### src/rtl/ov7670_capture_if.sv
// Camera byte bus in, frame-buffer write port out.
// master = capture block, slave = camera model / frame-buffer side.
interface ov7670_capture_if #(
    parameter int ADDR_W = 19
);
    logic              cam_vsync;
    logic              cam_href;
    logic [7:0]        cam_data;
    logic [ADDR_W-1:0] frame_addr;
    logic [11:0]       frame_pixel;
    logic              frame_we;
    logic              frame_done;

    modport master (
        input  cam_vsync, cam_href, cam_data,
        output frame_addr, frame_pixel, frame_we, frame_done
    );

    modport slave (
        output cam_vsync, cam_href, cam_data,
        input  frame_addr, frame_pixel, frame_we, frame_done
    );
endinterface

### src/rtl/ov7670_capture.sv
// OV7670 RGB444 capture: pairs camera bytes into 12-bit pixels and writes them
// row-major into the frame buffer, restarting at address 0 on every frame.
//
// state      | meaning
// IDLE       | capture disabled, no writes
// WAIT_FRAME | armed, waiting for vsync falling edge
// ACTIVE     | inside a captured frame, writing pixels
module ov7670_capture #(
    parameter int H_PIXELS = 640,
    parameter int V_LINES  = 480,
    parameter int ADDR_W   = 19
) (
    input  logic               pclk,
    input  logic               reset,
    input  logic               capture_en,
    ov7670_capture_if.master   bus,
    output logic [9:0]         line_count,
    output logic               overflow
);

    localparam logic [ADDR_W:0] PIX_LIMIT = (ADDR_W+1)'(H_PIXELS * V_LINES);

    typedef enum logic [1:0] {IDLE, WAIT_FRAME, ACTIVE} state_t;

    state_t            state;
    logic              vsync_q;
    logic              vsync_qq;
    logic              href_q;
    logic              href_qq;
    logic [7:0]        data_q;
    logic              byte_phase;
    logic [3:0]        hi_nib;
    logic [ADDR_W-1:0] pix_addr;

    logic frame_start;
    logic frame_end;
    logic line_end;

    assign frame_start = vsync_qq & ~vsync_q;
    assign frame_end   = ~vsync_qq & vsync_q;
    assign line_end    = href_qq & ~href_q;

    always_ff @(posedge pclk) begin
        if (reset) begin
            state           <= IDLE;
            vsync_q         <= 1'b0;
            vsync_qq        <= 1'b0;
            href_q          <= 1'b0;
            href_qq         <= 1'b0;
            data_q          <= 8'd0;
            byte_phase      <= 1'b0;
            hi_nib          <= 4'd0;
            pix_addr        <= '0;
            line_count      <= 10'd0;
            overflow        <= 1'b0;
            bus.frame_addr  <= '0;
            bus.frame_pixel <= 12'd0;
            bus.frame_we    <= 1'b0;
            bus.frame_done  <= 1'b0;
        end else begin
            vsync_q  <= bus.cam_vsync;
            href_q   <= bus.cam_href;
            data_q   <= bus.cam_data;
            vsync_qq <= vsync_q;
            href_qq  <= href_q;

            bus.frame_we   <= 1'b0;
            bus.frame_done <= 1'b0;

            case (state)
                IDLE: begin
                    if (capture_en) begin
                        state <= WAIT_FRAME;
                    end
                end

                // Disable wins over a coincident frame start: never arm a frame we were told to skip.
                WAIT_FRAME: begin
                    if (!capture_en) begin
                        state <= IDLE;
                    end else if (frame_start) begin
                        state      <= ACTIVE;
                        pix_addr   <= '0;
                        line_count <= 10'd0;
                        overflow   <= 1'b0;
                        byte_phase <= 1'b0;
                    end
                end

                ACTIVE: begin
                    if (href_q) begin
                        if (!byte_phase) begin
                            hi_nib     <= data_q[3:0];
                            byte_phase <= 1'b1;
                        end else begin
                            byte_phase <= 1'b0;
                            if ({1'b0, pix_addr} < PIX_LIMIT) begin
                                bus.frame_pixel <= {hi_nib, data_q};
                                bus.frame_addr  <= pix_addr;
                                bus.frame_we    <= 1'b1;
                                pix_addr        <= pix_addr + 1'b1;
                            end else begin
                                overflow <= 1'b1;
                            end
                        end
                    end else if (line_end) begin
                        byte_phase <= 1'b0;
                        if (line_count != 10'd1023) begin
                            line_count <= line_count + 10'd1;
                        end
                    end

                    // A pixel completing on this same edge is still written above.
                    if (frame_end) begin
                        bus.frame_done <= 1'b1;
                        state          <= capture_en ? WAIT_FRAME : IDLE;
                    end
                end

                default: state <= IDLE;
            endcase
        end
    end

endmodule
### src/flat_wrapper.sv
// flat-port wrapper written by rule: the top's interface ports become plain ports
module ov7670_capture_flat 
#(
    parameter int H_PIXELS = 640,
    parameter int V_LINES  = 480,
    parameter int ADDR_W   = 19
)
  (pclk, reset, capture_en, line_count, overflow, bus_cam_vsync, bus_cam_href, bus_cam_data, bus_frame_addr, bus_frame_pixel, bus_frame_we, bus_frame_done);
  ov7670_capture_if #(.ADDR_W(ADDR_W)) bus_i ();
  input  logic pclk;
  input  logic reset;
  input  logic capture_en;
  output logic [9:0] line_count;
  output logic overflow;
  input wire logic [$bits(bus_i.cam_vsync)-1:0] bus_cam_vsync;
  input wire logic [$bits(bus_i.cam_href)-1:0] bus_cam_href;
  input wire logic [$bits(bus_i.cam_data)-1:0] bus_cam_data;
  output wire logic [$bits(bus_i.frame_addr)-1:0] bus_frame_addr;
  output wire logic [$bits(bus_i.frame_pixel)-1:0] bus_frame_pixel;
  output wire logic [$bits(bus_i.frame_we)-1:0] bus_frame_we;
  output wire logic [$bits(bus_i.frame_done)-1:0] bus_frame_done;
  assign bus_i.cam_vsync = bus_cam_vsync;
  assign bus_i.cam_href = bus_cam_href;
  assign bus_i.cam_data = bus_cam_data;
  assign bus_frame_addr = bus_i.frame_addr;
  assign bus_frame_pixel = bus_i.frame_pixel;
  assign bus_frame_we = bus_i.frame_we;
  assign bus_frame_done = bus_i.frame_done;
  ov7670_capture #(.H_PIXELS(H_PIXELS), .V_LINES(V_LINES), .ADDR_W(ADDR_W)) u_core (.pclk(pclk), .reset(reset), .capture_en(capture_en), .bus(bus_i), .line_count(line_count), .overflow(overflow));
endmodule
### config.mk
export PLATFORM = sky130hd
export DESIGN_NAME = ov7670_capture_flat
export DESIGN_NICKNAME = d
export VERILOG_FILES = /design/src/rtl/ov7670_capture_if.sv /design/src/rtl/ov7670_capture.sv /design/src/flat_wrapper.sv
export SDC_FILE = /design/constraint.sdc
export NUM_CORES = 1
export LEC_CHECK = 0
export BUFFER_PORTS_ARGS = -buffer_cell sky130_fd_sc_hd__buf_2
export CAP_MARGIN = 20
export CORE_UTILIZATION = 50
export DETAILED_ROUTE_END_ITERATION = 16
export PLACE_DENSITY = 0.72
export SYNTH_ARGS = -nofsm -noshare
export SYNTH_HDL_FRONTEND = slang
export SYNTH_SLANG_ARGS = --single-unit
### constraint.sdc
create_clock -name pclk -period 1.9 [get_ports pclk]
set_input_delay 0.19 -clock pclk [delete_from_list [all_inputs] [get_ports pclk]]
set_output_delay 0.19 -clock pclk [all_outputs]
set_load 0.01 [all_outputs]
# Word level (Yosys, flattened, before mapping)
# Cells that the tools add are included.
# classes
add_sub_neg	2
multipliers	0
div_mod_pow	0
n_lt_le_gt_ge	1
n_eq_ne	16
n_shift	0
muxes	30
bitwise_logic	8
n_reduce_logical	11
# ops
cell	n
19-bit two-way mux	5
10-bit two-way mux	5
19-bit one-hot mux with 2 select lines	1
10-bit one-hot mux with 2 select lines	1
19-bit by 1-bit adder with 19-bit output (second input constant)	1
19-bit < comparator (second input constant)	1
6-bit AND reduction	3
2-bit by 1-bit inequality test with 1-bit output (second input constant)	7
1-bit two-way mux	11
10-bit by 1-bit adder with 10-bit output (second input constant)	1
10-bit inequality test (second input constant)	1
2-bit two-way mux	4
2-bit inequality test (second input constant)	4
4-bit AND reduction	2
2-bit one-hot mux with 3 select lines	1
3-bit AND reduction	2
1-bit NOT	5
1-bit one-hot mux with 2 select lines	2
4-bit OR reduction	1
1-bit bitwise AND	3
3-bit by 1-bit inequality test with 1-bit output (second input constant)	1
3-bit by 2-bit inequality test with 1-bit output (second input constant)	1
2-bit by 1-bit == test with 1-bit output (second input constant)	1
2-bit == test (second input constant)	1
other kinds (3)	3
# totals
register_bits	82
latch_bits	0
ramBits	0
rom_bits	0
output_inout_bits	44
mem_count	0

# Logic depth before layout (Yosys ltp)
# logic_depth
depth_word	5
depth_mapped	8
depth_no_buf	5

# Worst setup path after synthesis
# Ideal clock, no wire load.
# synth_timing
kind	register -> register
start	reg u_core.line_count[0]
end	reg u_core.line_count[7]
setup_time_ns	0.058
arrival_ns	1.658
required_ns	1.842
setup_slack_ns	0.184
path_stages_with_launch	7
period_less_slack_ns	1.716
path_cell_list	dfxtp_1 > ha_1 > and4_1 > a31o_2 > buf_2 > a2111oi_2 > a21o_1
# synth_between
elab_chain_len	5
word_cells_on_any_way	8
# synth_lines
item	line_no	rtl
from (decl)	ov7670_capture.sv:17	output logic [9:0] line_count,
from (signal assigned)	ov7670_capture.sv:109	line_count <= line_count + 10'd1;
10-bit by 1-bit adder with 10-bit output	ov7670_capture.sv:109	
10-bit two-way mux	ov7670_capture.sv:108	if (line_count != 10'd1023) begin
10-bit two-way mux	ov7670_capture.sv:106	end else if (line_end) begin
10-bit two-way mux	ov7670_capture.sv:91	if (href_q) begin
10-bit one-hot mux with 2 select lines	ov7670_capture.sv:70	case (state)
# Several ways; a longest one is shown, not always the timed one. The select of a mux whose other input is x is not followed.
# A chain may end at the register's enable or synchronous reset.

# Worst setup path after layout
# layout_timing
start	reg u_core.state[1]
end	reg u_core.pix_addr[10]
# layout_between
elab_chain_len	3
word_cells_on_any_way	10
# layout_lines
item	line_no	rtl
from (decl)	ov7670_capture.sv:25	state_t state;
from (signal assigned)	ov7670_capture.sv:116	state <= capture_en ? WAIT_FRAME : IDLE;
2-bit == test / 2-bit by 1-bit == test with 1-bit output (equally long branches)	ov7670_capture.sv:70	
2-bit by 1-bit inequality test with 1-bit output (no source line) (tied with other cells)	--	
6-bit AND reduction (no source line)	--	
to (signal assigned)	ov7670_capture.sv:101	pix_addr <= pix_addr + 1'b1;
to (decl)	ov7670_capture.sv:33	logic [ADDR_W-1:0] pix_addr;
# Several ways; a longest one is shown, not always the timed one.

==> implementation parameters <==
Parameter                              Value

Status
  Status    finished clean

Clocking
  CTS tree    done
  Cts-stage hold buffer count    0
  Clk sinks    82
  Total CTS buffers    9
  Cell chosen for the clock root    clkbuf_8
  Maximum clock insertion buffer count    2
  Clock latency on the worst-skew pair    approximately 360 ps
  Clock slew seen by the registers of the worst setup and hold paths    roughly 90 ps
  Max H-tree Level    3

Synthesis
  Yosys Warn Count    0
  Dominant cells by area after synthesis    dfxtp_1 (47%), nand2_1 (8.7%), a21oi_1 (6.8%), mux2i_1 (2.6%), nor2b_1 (2.3%)
  Cell taking the most area after synthesis    dfxtp_1
  Mapped Avg Cell Area    8.70 um2
  Post-synthesis cell area    3460 um2
  Share of synthesized flip-flops with an asynchronous set or reset    0%
  Number of synthesized flops with an enable pin    0
  Sequential-to-total area share from yosys stat    47.4%
  Count of mapped cells out of synthesis    between 300 and 400
  Post-Syn Nets    between 400 and 500
  Most used flip-flop cell after synthesis    dfxtp_1
  Number of synthesized register bits    between 80 and 90
  Yosys top cell area share    47.4%
  Count of different cell masters after synthesis    a little over 60

GRT
  Pin count of the biggest net entering global routing    between 50 and 60
  GRT overflow    0
  Vias in the first global route    about 2600
  Most used routing layer in global routing    met2
  Global-route met3 utilization    roughly 4.2%
  First-pass GRT wire length    about 12000 um
  Antenna violations before repair    0
  Met2 track demand over resource    34.2%
  Grt met1 use    around 30%
  Aggregate global-route resource usage    21.9%

Die
  Total core area    about 6500 um2
  Initial core utilization    a little over half
  DIE AREA    7260 um2
  Width of the die    approximately 85 um
  Chip height    around 85 um
  Number of ports placed on the die boundary    57
  Row count    29

STA
  Setup-violating endpoint count in the final report    0
  Setup_tns    0 ps
  Actual slew at the worst max-slew pin    ~640 ps
  Slew margin rel.    around 57%
  Maximum achievable frequency    570 MHz
  Final Slew Violations    0
  Minimum clock period    between 1500 and 2000 ps
  Largest clock skew in the final design    approximately 8.5 ps
  Number of hold violations in the final report    0
  Final period util    between 90 and 100%
  Unrepaired setup endpoints after global routing    false

Finish
  Growth of design area from synthesis to finish    16.7%
  Commonest cells after routing, fill and taps aside    dfxtp_1 (82), nand2_1 (80), buf_2 (56)
  Most common cell after layout, fill and taps aside    dfxtp_1
  Number of nets in the finished design    roughly 470
  # fillers    just under 600
  Multi-input gate area in the final layout    around 1600 um2
  Sequential standard cell area    around 1600 um2
  Antenna fix cells    0
  Number of standard cells in the final layout excluding fillers    536
  Fraction of layout instances using a drive strength above 1    approximately a fifth

Critical path
  Critical-path cell with the highest stage delay    dfxtp_1
  Reg2Reg Launch Point    u_core.state[1]
  Critical path buffers and inverters    1
  CP Class    flop to flop
  Arrival time at the worst endpoint    approximately 2000 ps
  Largest fanout on the critical path    16
  Worst Setup SP    u_core.state[1]
  Crit path largest cell delay    ~500 ps
  Critical path capture point type    flop
  Gate family responsible for the most delay along the worst path    compound AO/OA/AOI/OAI gates
  Required time of the critical path    approximately 2200 ps
  Startpoint types    flop
  List of cells traversed by the critical path    and4b_4 -> o211a_1 -> buf_12 -> a31oi_2 -> o22a_1

Placement
  Placed wire-length estimate    about 5200 um
  Count of input and output buffers    56
  Final estimated routing congestion in global placement    0.874
  Instance count after placement with tap cells included    520

Detailed routing
  Antenna-violating nets left    0
  Vias per cell    5.71
  Overall routed net length    between 7000 and 8000 um
  Detailed-router iteration count before antenna repair    5
  Vias after detailed routing    3060
  Detailed Route Iter0 Violations    around 150
  Number of remaining DRC errors    0
  Routed length per placed instance    14.1 um

Run
  Count of max-cap constraint violations    0

Hold path
  Worst Min Path Start    bus_cam_data[0]
  Class of the most critical hold timing path    primary input to flop

Power and ir drop
  Power Density    772 nW/um2
  Standby leakage power    1.64 nW
  Max rail drop VDD    roughly 0.5 mV
==> kinds of logic after synthesis <==
kind of cell	synth area share, %
AOI/OAI and AO/OA	19.9
buffers and inverters	5.53
muxes	2.93
DFF	47.4
adders and majority gates	0.723
and+or+nand+nor	23.5
==> worst register-to-register path: cells and delay by family, from the launching register on <==
kind,cells,cell delay [ps]
AO/OA/AOI/OAI,3,640
buffers and inverters,1,180
flip-flops,1,500
AND/OR/NAND/NOR,1,330
==> state kept, by name (all words and copies together), names as in the netlist <==
signal / cells
u_core.data_q: 8
u_core.vsync_qq: 1
u_core.pix_addr: 19
u_core.bus.frame_done: 1
u_core.overflow: 1
u_core.bus.frame_addr: 19
u_core.hi_nib: 4
u_core.state: 2
u_core.byte_phase: 1
u_core.href_q: 1
u_core.bus.frame_pixel: 12
u_core.vsync_q: 1
u_core.line_count: 10
u_core.href_qq: 1
u_core.bus.frame_we: 1
==> report_power, final <==
part | internal, mW | total (mW) | switching (mW)
Sequential | 1.73 | 1.74 | 0.00834
Combinational | 0.0284 | 0.0732 | 0.0448
Clock | 0.629 | 1.31 | 0.679
==> repair_timing <==
item / in CTS / in global routing
resized for setup: 0 / 1
setup endpoints to repair: 0 / 1
setup buffers: 0 / 0
==> worst paths after layout <==
kind	slack, ps	endpoint	cells after the start
hold reg to reg	440	u_core.bus.frame_pixel[5]	2
hold / removal	40	u_core.data_q[0]	2
setup reg to reg	150	u_core.pix_addr[10]	5
setup / recovery	150	u_core.pix_addr[10]	5
==> synthesized netlist by cell type (2+ instances only) <==
cell and instances:
dfxtp_1 82, nand2_1 80, a21oi_1 47, nor2_1 15
nand3_1 14, nor2b_1 13, clkbuf_1 12, inv_1 10
mux2i_1 9, o21ai_0 9, buf_2 8, nand2b_1 8
nand4_1 8, a31oi_1 6, o211ai_1 6, and4_1 5
buf_6 5, nor3_1 3, o21a_1 3, o21ai_1 3
a2111o_1 2, a21boi_0 2, a2bb2oi_1 2, and3_1 2
ha_1 2, nand3b_1 2, nand4b_1 2, nor4_1 2
o2111ai_1 2, o211a_1 2, or3_1 2
==> metrics by stage <==
stage	setup slack [ps]	power (mW)	cell area [um2]	utilization (%)	hold WS [ps]
after detailed placement	184	1.85	3830	58.6	406
after global routing	35.5	3.24	4040	61.9	30.0
after global placement	224	1.85	3830	58.6	397
after floorplan	184	1.82	3460	-	318
final	147	3.12	4040	61.9	35.3
after CTS	165	3.15	4030	61.7	26.6
==> final cells by class <==
cell class	instances	area share (%)
flip-flops and latches	82	40.6
multi-input cells	279	40.5
repair buffers	72	10.5
clock buffers	9	3.07
well taps	77	2.38
clock inverters	7	1.95
inverters	10	0.929
==> routing by layer <==
metal / up-vias / part of all wire (%)
li1: 1523 / -
met1: 1421 / 47
met2: 101 / 46
met3: 15 / 5.1
met4: 0 / 1.8
met5: - / 0
Power figures use the tool's default switching activity.
